<file path="src/rtl/seq_pattern_detector.sv">
// Serial bit-pattern detector: runtime pattern of 1..PAT_W bits, overlapping or non-overlapping matches.
// Latency 1: out rises the cycle after the edge that sampled the completing bit; out is a pure register.
// No backpressure: in is consumed whenever in_valid is high; cfg_load takes priority and flushes history.
// Optional macro SEQ_PATTERN_DETECTOR_MATCH_CNT_EN builds the saturating match counter (else match_cnt = 0).
module seq_pattern_detector #(
  parameter int PAT_W = 8,
  parameter int LEN_W = $clog2(PAT_W + 1),
  parameter int CNT_W = 16
) (
  input  logic             clk,
  input  logic             reset,
  input  logic             cfg_load,
  input  logic [PAT_W-1:0] cfg_pattern,
  input  logic [LEN_W-1:0] cfg_len,
  input  logic             cfg_overlap,
  input  logic             in_valid,
  input  logic             in,
  output logic             out,
  output logic             cfg_err,
  output logic [CNT_W-1:0] match_cnt
);

  typedef enum logic [1:0] {S_IDLE, S_FILL, S_MATCH, S_DISABLED} state_t;

  state_t           state, state_nxt;
  logic [PAT_W-1:0] pat_q, hist_q, hist_nxt, mask;
  logic [LEN_W-1:0] len_q, fill_q, fill_nxt;
  logic             ovl_q;
  logic             cfg_legal, bit_ok, hit, out_nxt;
  logic [LEN_W:0]   fill_p1;

  // A length of zero or longer than the history cannot ever be compared.
  assign cfg_legal = (cfg_len != '0) && ({1'b0, cfg_len} <= (LEN_W + 1)'(PAT_W));
  // A bit only enters the history when no reconfiguration competes and the config is usable.
  assign bit_ok    = in_valid && !cfg_load && (state != S_DISABLED);
  assign hist_nxt  = {hist_q[PAT_W-2:0], in};
  // One extra bit so fill+1 never wraps when PAT_W+1 is a power of two.
  assign fill_p1   = {1'b0, fill_q} + 1'b1;

  // Select the low len bits of history/pattern for comparison.
  always_comb begin
    mask = '0;
    for (int i = 0; i < PAT_W; i++) begin
      mask[i] = (i < int'(len_q));
    end
  end

  // Enough fresh bits seen, and the newest len bits (including this one) equal the pattern.
  assign hit = (fill_p1 >= {1'b0, len_q}) && ((hist_nxt & mask) == (pat_q & mask));

  // State register.
  always_ff @(posedge clk) begin
    if (reset) state <= S_IDLE;
    else       state <= state_nxt;
  end

  // Next-state and fill-count logic.
  always_comb begin
    state_nxt = state;
    fill_nxt  = fill_q;
    if (cfg_load) begin
      state_nxt = cfg_legal ? S_IDLE : S_DISABLED;
      fill_nxt  = '0;
    end else if (bit_ok) begin
      if (hit) begin
        state_nxt = S_MATCH;
        // Overlap keeps the window full; non-overlap demands len fresh bits again.
        fill_nxt  = ovl_q ? len_q : '0;
      end else begin
        fill_nxt  = (fill_p1 > {1'b0, len_q}) ? len_q : fill_p1[LEN_W-1:0];
        state_nxt = (fill_nxt == '0) ? S_IDLE : S_FILL;
      end
    end
  end

  // Output decode: out only reflects a valid bit that completed a match this cycle.
  always_comb begin
    out_nxt = bit_ok && hit;
  end

  // Active config, history, fill and registered flags.
  always_ff @(posedge clk) begin
    if (reset) begin
      pat_q   <= '1;
      len_q   <= LEN_W'(2);
      ovl_q   <= 1'b1;
      hist_q  <= '0;
      fill_q  <= '0;
      out     <= 1'b0;
      cfg_err <= 1'b0;
    end else begin
      fill_q <= fill_nxt;
      out    <= out_nxt;
      if (cfg_load) begin
        pat_q   <= cfg_pattern;
        len_q   <= cfg_len;
        ovl_q   <= cfg_overlap;
        hist_q  <= '0;
        cfg_err <= !cfg_legal;
      end else if (bit_ok) begin
        hist_q <= hist_nxt;
      end
    end
  end

`ifdef SEQ_PATTERN_DETECTOR_MATCH_CNT_EN
  logic [CNT_W-1:0] cnt_q;

  // Saturating count of matches since the last reset or cfg_load.
  always_ff @(posedge clk) begin
    if (reset || cfg_load)            cnt_q <= '0;
    else if (out_nxt && cnt_q != '1)  cnt_q <= cnt_q + 1'b1;
  end

  assign match_cnt = cnt_q;
`else
  assign match_cnt = '0;
`endif

endmodule

</file>
<file path="config.mk">
export PLATFORM = sky130hd
export DESIGN_NAME = seq_pattern_detector
export DESIGN_NICKNAME = d
export VERILOG_FILES = /design/src/rtl/seq_pattern_detector.sv
export SDC_FILE = /design/constraint.sdc
export NUM_CORES = 1
export LEC_CHECK = 0
export ABC_CLOCK_PERIOD_IN_PS = 3100
export CAP_MARGIN = 10
export CORE_AREA = 8 8 66 68
export DETAILED_ROUTE_END_ITERATION = 7
export DIE_AREA = 0 0 74 76
export PLACE_DENSITY = 0.77
export SETUP_SLACK_MARGIN = 0.3
export SLEW_MARGIN = 20
export SYNTH_ARGS = -nofsm -noshare
export SYNTH_HDL_FRONTEND = slang
export SYNTH_SLANG_ARGS = --single-unit
</file>
<file path="constraint.sdc">
create_clock -name clk -period 3.1 [get_ports clk]
set_input_delay 0.62 -clock clk [delete_from_list [all_inputs] [get_ports clk]]
set_output_delay 0.62 -clock clk [all_outputs]
set_load 0.03 [all_outputs]
</file>
==> results of run 1 <==
-- stage by stage --
stage / instances / setup slack (ps) / util, %
4_1_cts: 247 / 549.1 / 52.07
2_1_floorplan: 196 / 750.8 / -
5_1_grt: 247 / 397.4 / 52.07
3_5_place_dp: 243 / 573.5 / 51.02
6_report: 247 / 532.6 / 52.07
3_3_place_gp: 243 / 664.4 / 51.02
-- critical path: stages, from the launching register on --
cell and delay, ps:
dfxtp_1 440, ha_1 220, xor2_1 240, ha_1 290, a21o_1 160, a211o_1 300, o221a_2 320, and3b_2 270
a221oi_2 260
-- power groups by stage --
stage / clock network (mW) / registers [mW] / logic, mW
6_report: 0.178 / 0.397 / 0.174
5_1_grt: 0.201 / 0.400 / 0.193
4_1_cts: 0.184 / 0.397 / 0.174
3_5_place_dp: 0 / 0.405 / 0.174
3_3_place_gp: 0 / 0.404 / 0.172
2_1_floorplan: 0 / 0.398 / 0.144
-- area by class of cell --
cell class | instances | area share, %
well taps | 48 | 3.352
inverters | 5 | 1.047
repair buffers | 22 | 11.87
clock buffers | 4 | 2.025
multi-input cells | 140 | 50.42
flip-flops and latches | 28 | 31.28
-- final timing paths --
check                         start                endpoint  slack [ps]  depth (start not counted)
max          fill_q[0]$_SDFFE_PP0P_  fill_q[3]$_SDFFE_PP0P_         530                          8
min          hist_q[6]$_SDFFE_PP0P_  hist_q[6]$_SDFFE_PP0P_         480                          2
max reg2reg  fill_q[0]$_SDFFE_PP0P_  fill_q[3]$_SDFFE_PP0P_         530                          8
min reg2reg  hist_q[6]$_SDFFE_PP0P_  hist_q[6]$_SDFFE_PP0P_         480                          2
-- cell usage after synthesis (2+ instances only) --
| cell type | n |
|---|---|
| a21oi_1 | 11 |
| a221oi_2 | 4 |
| a31o_2 | 2 |
| buf_4 | 16 |
| clkbuf_1 | 6 |
| dfxtp_1 | 28 |
| ha_1 | 5 |
| inv_1 | 4 |
| mux2i_1 | 16 |
| nand2_1 | 34 |
| nand2b_1 | 2 |
| nand3_1 | 2 |
| nor2_1 | 7 |
| nor3_1 | 6 |
| o21ai_0 | 5 |
| o221a_2 | 2 |
| xnor2_1 | 3 |
| xor2_1 | 8 |
-- metal layers --
layer / GRT usage [%] / part of all wire [%]
met5: 0 / 0
met3: 2.632 / 3.9
met1: 13.82 / 44
met2: 19.37 / 51
met4: 5.800 / 1.6
-- logic make-up after synthesis --
kind of cell             count (synthesis)
AND/OR/NAND/NOR                         58
AO/OA/AOI/OAI                           34
flip-flops                              28
buffers and inverters                   28
multiplexers                            16
XOR/XNOR                                11
adder cells (fa/ha/maj)                  5
other                                    1
-- state kept, by name, summed over array words and instances, names as in the netlist --
signal	flops
pat_q	8
hist_q	7
fill_q	4
len_q	4
state	2
cfg_err	1
out	1
ovl_q	1
==> summary.txt, run 1 <==
Outcome
  • Outcome: finished clean

Finish
  • Proportion of layout cells with a drive suffix above 1: under 10%
  • Post-layout net count: 223
  • Diodes inserted: 0
  • Most frequent standard cell in the layout excluding fill and tap cells: nand2_1
  • Area delta synth->final: 13.38%
  • FF+latch area: about 560 um2
  • Number of fill cells: 320
  • Area of the multi-input gates: ~900 um2
  • Most used cells in the layout excluding fill and tap cells: nand2_1, dfxtp_1, clkdlybuf4s50_1
  • Design area: 1792 um2

Synthesis
  • Post-synthesis share of cell area spent on full adders, half adders and majority gates: 3.959%
  • Count of flip-flops with a built-in enable after synthesis: 0
  • Async SR Flop Fraction: 0%
  • Post-synthesis cell area: 1580 um2
  • Number of cells produced by synthesis: 181
  • Fraction of the yosys area taken by sequential cells: between 30% and 40%
  • Dominant cell type by area after synthesis: dfxtp_1
  • Yosys warning total: 0
  • Compound-cell area share of the yosys netlist: 16.71%
  • Area share of and/or/nand/nor cells after synthesis: 16.47%
  • Mean area per synthesized cell: 8.731 um2
  • Parity-gate share of the synthesized area counting xor and xnor cells: 6.097%
  • Top cells by area, synth: dfxtp_1, mux2i_1, nand2_1
  • Post-synthesis register bit count: 28
  • Post-synthesis cell type count: 38
  • Combinational family with the most area after synthesis: compound AO/OA/AOI/OAI gates
  • Yosys top cell area share: 35.47%
  • Proportion of synthesized area in mux cells: roughly 10%
  • Commonest register cell after synthesis: dfxtp_1

Place
  • Placer congestion estimate: 0.8779
  • Port-buffer cells: 19
  • Placed Area: approximately 1800 um2
  • Dpl hpwl: 2.510 mm

Floorplan
  • Std-Cell Core Area: ~3400 um2
  • Initial Utilization: 45.93%
  • Top-level port count: 36
  • Die Wd: 74 um
  • Total number of placement rows: 22
  • DIE HEIGHT: 76 um
  • Floorplan die area: 5624 um2

Setup path
  • Critical-path maximum fanout: 5
  • Setup CP Type: reg2reg
  • Worst EP required: roughly 3400 ps
  • Critical path endpoint category: register
  • Arrival time reported for the critical path endpoint: 2830 ps
  • Startpoint kind of the worst setup timing path: register

Pwr
  • Logic pwr share: 23.3%
  • Net switching power figure: between 200 and 250 uW
  • Clock share of power: 23.8%
  • Power density over the cells: 418.4 nW/um2
  • Net Sw Frac: 29.99%
  • Tot Pwr: between 700 and 800 uW
  • Part of the power in registers: a little over half
  • Internal power contribution: 524.9 uW
  • Peak ir drop on the vdd network: 179.3 uV
  • Total leakage power: between 0.7 and 0.8 nW

STA
  • Final setup viols: 0
  • Setup Total Neg Slack: 0 ps
  • Hold Worst Slack: 475.4 ps
  • Share of the clock period used by the worst path: between 80% and 90%
  • Unrepaired setup endpoints after global routing: false
  • Max-slew violation total from the final report: 0
  • Maximum clock rate: 389.5 MHz
  • Post-route minimum period: 2567 ps
  • Clock Skew: 3.231 ps
  • Hold Violations, Final: 0

Route
  • Number of vias in the routed layout: 1228
  • Wire length after detailed routing: approximately 3.2 mm
  • Per-cell routed wire length: 13.03 um
  • Violation count after the first detailed-routing iteration: 126
  • Number of search-and-repair iterations in the first detailed-routing pass: 4
  • Remaining antenna violation count after routing: 0
  • DR DRC count: 0
  • Number of vias per cell: 4.972

Global route
  • Maximum number of pins on one net before global-route repair: 16
  • Antenna violations before repair: 0
  • Wire length of the first global-routing pass: 5.347 mm
  • Total congestion overflow after global routing: 0
  • Total GRT Usage: 11.83%
  • Number of global-route vias before repair: ~1.2k

Clock network
  • Post-CTS Setup Repair Bufs: 0
  • Clock root buffer: clkbuf_4
  • CTS H-tree depth: 1
  • Sinks on the clock net: 28
  • TritonCTS clock tree: done
  • Worst-case clock buffer depth: 2
  • Total clock buffers created by CTS: 3
  • Worst-skew pair later-pin latency: between 300 and 400 ps
  • Number of hold buffers added after cts: 0
  • CTS clock-pin slew for the worst setup and hold paths: around 150 ps
  • Gates resized, CTS repair: 0

Run
  • Number of max-cap violations: 0

Hold path
  • Class of the tightest hold or removal check: reg2reg
No activity file was read; power rests on OpenSTA's default activity.
==> inputs of run 2 (changes only) <==
ABC_CLOCK_PERIOD_IN_PS = 2350   (was 3100)
CORE_AREA = 8 8 69 71   (was 8 8 66 68)
DIE_AREA = 0 0 77 79   (was 0 0 74 76)
PLACE_DENSITY = 0.73   (was 0.77)
clock period = 2.35 ns   (was 3.1 ns; I/O delays follow)
==> run 2 against run 1 <==
Compared with the run above:
- clock skew decreased by 2.3 ps
- highest routed layer unchanged
- utilization increased by 0.89 points
- register-to-register slack got worse by 450 ps
- hold slack improved by 1.0 ps
- global-route usage increased by 1.2 points
- die area increased by 8.2%
- critical endpoint is now fill_q[0]$_SDFFE_PP0P_
- clock-buffer cell count unchanged
==> summary.txt, run 2 (synthesized netlist as in run 1, its figures left out) <==
Pwr
  • Logic pwr share: 26.2% (+2.9 points)
  • Peak ir drop on the vdd network: 457.2 uV (+160%)
  • Power density over the cells: 552.1 nW/um2 (+32%)
  • Net switching power figure: 334.9 uW (+49%)
  • Part of the power in registers: 46.7% (-6.2 points)
  • Internal power contribution: 775.8 uW (+48%)
  • Total leakage power: 0.8570 nW (+10%)
  • Net Sw Frac: 30.15% (+0.16 points)
  • Clock share of power: 27.0% (+3.2 points)

Floorplan
  • Die Wd: 77 um (+4.1%)
  • Initial Utilization: 41.60% (-4.3 points)
  • Total number of placement rows: 23 (+4.5%)
  • Floorplan die area: 6083 um2 (+8.2%)
  • Top-level port count: 36 (unchanged)
  • Std-Cell Core Area: 3799 um2 (+10%)
  • DIE HEIGHT: 79 um (+3.9%)

Clock network
  • CTS clock-pin slew for the worst setup and hold paths: 90 ps (-60 ps)
  • Sinks on the clock net: 28 (unchanged)
  • Total clock buffers created by CTS: 3 (unchanged)
  • CTS H-tree depth: 1 (unchanged)
  • Worst-skew pair later-pin latency: 280 ps (-50 ps)
  • Clock root buffer: clkbuf_8
  • TritonCTS clock tree: done
  • Worst-case clock buffer depth: 2 (unchanged)

Global route
  • Total congestion overflow after global routing: 0 (unchanged)
  • Antenna violations before repair: 0 (unchanged)
  • Maximum number of pins on one net before global-route repair: 16 (unchanged)
  • Wire length of the first global-routing pass: 6.679 mm (+25%)
  • Total GRT Usage: 13.06% (+1.2 points)
  • Number of global-route vias before repair: 1371 (+12%)

Finish
  • Largest registers in the final layout: pat_q x8, hist_q x7
  • Diodes inserted: 0 (unchanged)
  • Proportion of layout cells with a drive suffix above 1: 19.32% (+9.8 points)
  • Number of flip-flops in the largest register: 8 (unchanged)
  • Most used cells in the layout excluding fill and tap cells: nand2_1, dfxtp_1, clkdlybuf4s50_1
  • Most frequent standard cell in the layout excluding fill and tap cells: nand2_1
  • Register with the most flip-flops: pat_q
  • Post-layout net count: 231 (+3.6%)
  • Area delta synth->final: 27.32%
  • Final core utilization: 52.96% (+0.89 points)

Route
  • Per-cell routed wire length: 14.50 um (+11%)
  • Number of vias in the routed layout: 1298 (+5.7%)
  • Remaining antenna violation count after routing: 0 (unchanged)
  • Violation count after the first detailed-routing iteration: 52 (-59%)
  • DR DRC count: 0 (unchanged)
  • Wire length after detailed routing: 3.727 mm (+16%)
  • Number of vias per cell: 5.051 (+1.6%)
  • Number of search-and-repair iterations in the first detailed-routing pass: 4 (unchanged)

Run
  • Number of max-cap violations: 0 (unchanged)

STA
  • Hold Violations, Final: 0 (unchanged)
  • Post-route minimum period: 2270 ps (-297.9 ps)
  • Setup Total Neg Slack: 0 ps (unchanged)
  • Clock Skew: 0.9406 ps (-2.290 ps)
  • Max-slew violation total from the final report: 0 (unchanged)
  • Final setup viols: 0 (unchanged)
  • Maximum clock rate: 440.6 MHz (+13%)
  • Share of the clock period used by the worst path: 96.58% (+14 points)
  • Unrepaired setup endpoints after global routing: true

Setup path
  • Worst EP required: 2540 ps (-820 ps)
  • Critical path endpoint category: register
  • Startpoint kind of the worst setup timing path: register
  • Critical-path maximum fanout: 4 (-1)
  • Arrival time reported for the critical path endpoint: 2460 ps (-370 ps)
  • Setup CP Type: reg2reg

Place
  • Placer congestion estimate: 0.8248 (-6.0%)
  • Dpl hpwl: 2.738 mm (+9.1%)
  • Port-buffer cells: 19 (unchanged)

Hold path
  • Class of the tightest hold or removal check: reg2reg

Outcome
  • Outcome: finished clean
==> run 2: path summary, 6_finish.rpt <==
kind | from | slack [ps] | endpoint | depth (start not counted)
max | fill_q[0]$_SDFFE_PP0P_ | 80 | fill_q[0]$_SDFFE_PP0P_ | 8
min | cfg_err$_SDFFE_PP0P_ | 480 | cfg_err$_SDFFE_PP0P_ | 2
max reg2reg | fill_q[0]$_SDFFE_PP0P_ | 80 | fill_q[0]$_SDFFE_PP0P_ | 8
min reg2reg | cfg_err$_SDFFE_PP0P_ | 480 | cfg_err$_SDFFE_PP0P_ | 2
==> run 2: critical path: stages (launching register included) <==
cell and delay [ps]:
dfxtp_4 380, ha_4 160, xor2_4 180, ha_4 220, a21o_1 150, a211o_1 290, o221a_4 290, and3b_2 270
a221oi_2 240
==> run 2: area by class of cell <==
cell class	instances	area, um2
multi-input combinational	140	1030
sequential	28	569.3
fill	367	1787
inverter	5	18.77
tap	50	62.56
timing repair buffer	30	276.5
clock buffer	4	55.05
==> run 2: through the flow <==
step	hold WS, ps	cells	power [mW]	instance area, um2	worst slack, ps
4_1_cts	484.3	257	1.116	2009	70.68
5_1_grt	511.8	257	1.164	2012	6.160
2_1_floorplan	448.1	196	0.7241	1674	158.3
6_report	476.5	257	1.111	2012	80.46
3_3_place_gp	462.3	247	0.7706	1810	-6.526
3_5_place_dp	470.7	247	0.7759	1810	0.9244
==> run 2: metal layers <==
| metal | part of all wire (%) | vias up | wire length [um] | GRT usage (%) |
|---|---|---|---|---|
| met4 | 0.83 | 0 | 31 | 4.906 |
| li1 | - | 651 | - | - |
| met3 | 4.1 | 4 | 152 | 2.370 |
| met1 | 42 | 612 | 1554 | 16.37 |
| met2 | 53 | 31 | 1989 | 21.92 |
| met5 | 0 | - | 0 | 0 |
==> run 2: repair_timing <==
action / 4_1_cts / 5_1_grt
pin swaps: 8 / 5
buffers inserted: 6 / 0
gates cloned: 0 / 0
hold buffers: 0 / 0
setup endpoints to repair: 7 / 7
resized for setup: 15 / 1
==> run 2: power by group through the flow <==
stage               clock [mW]  combinational (mW)  sequential (mW)
global placement             0               0.242            0.529
CTS                      0.307               0.290            0.519
floorplan                    0               0.197            0.527
global route             0.325               0.316            0.523
finish                   0.300               0.291            0.519
detailed placement           0               0.246            0.530
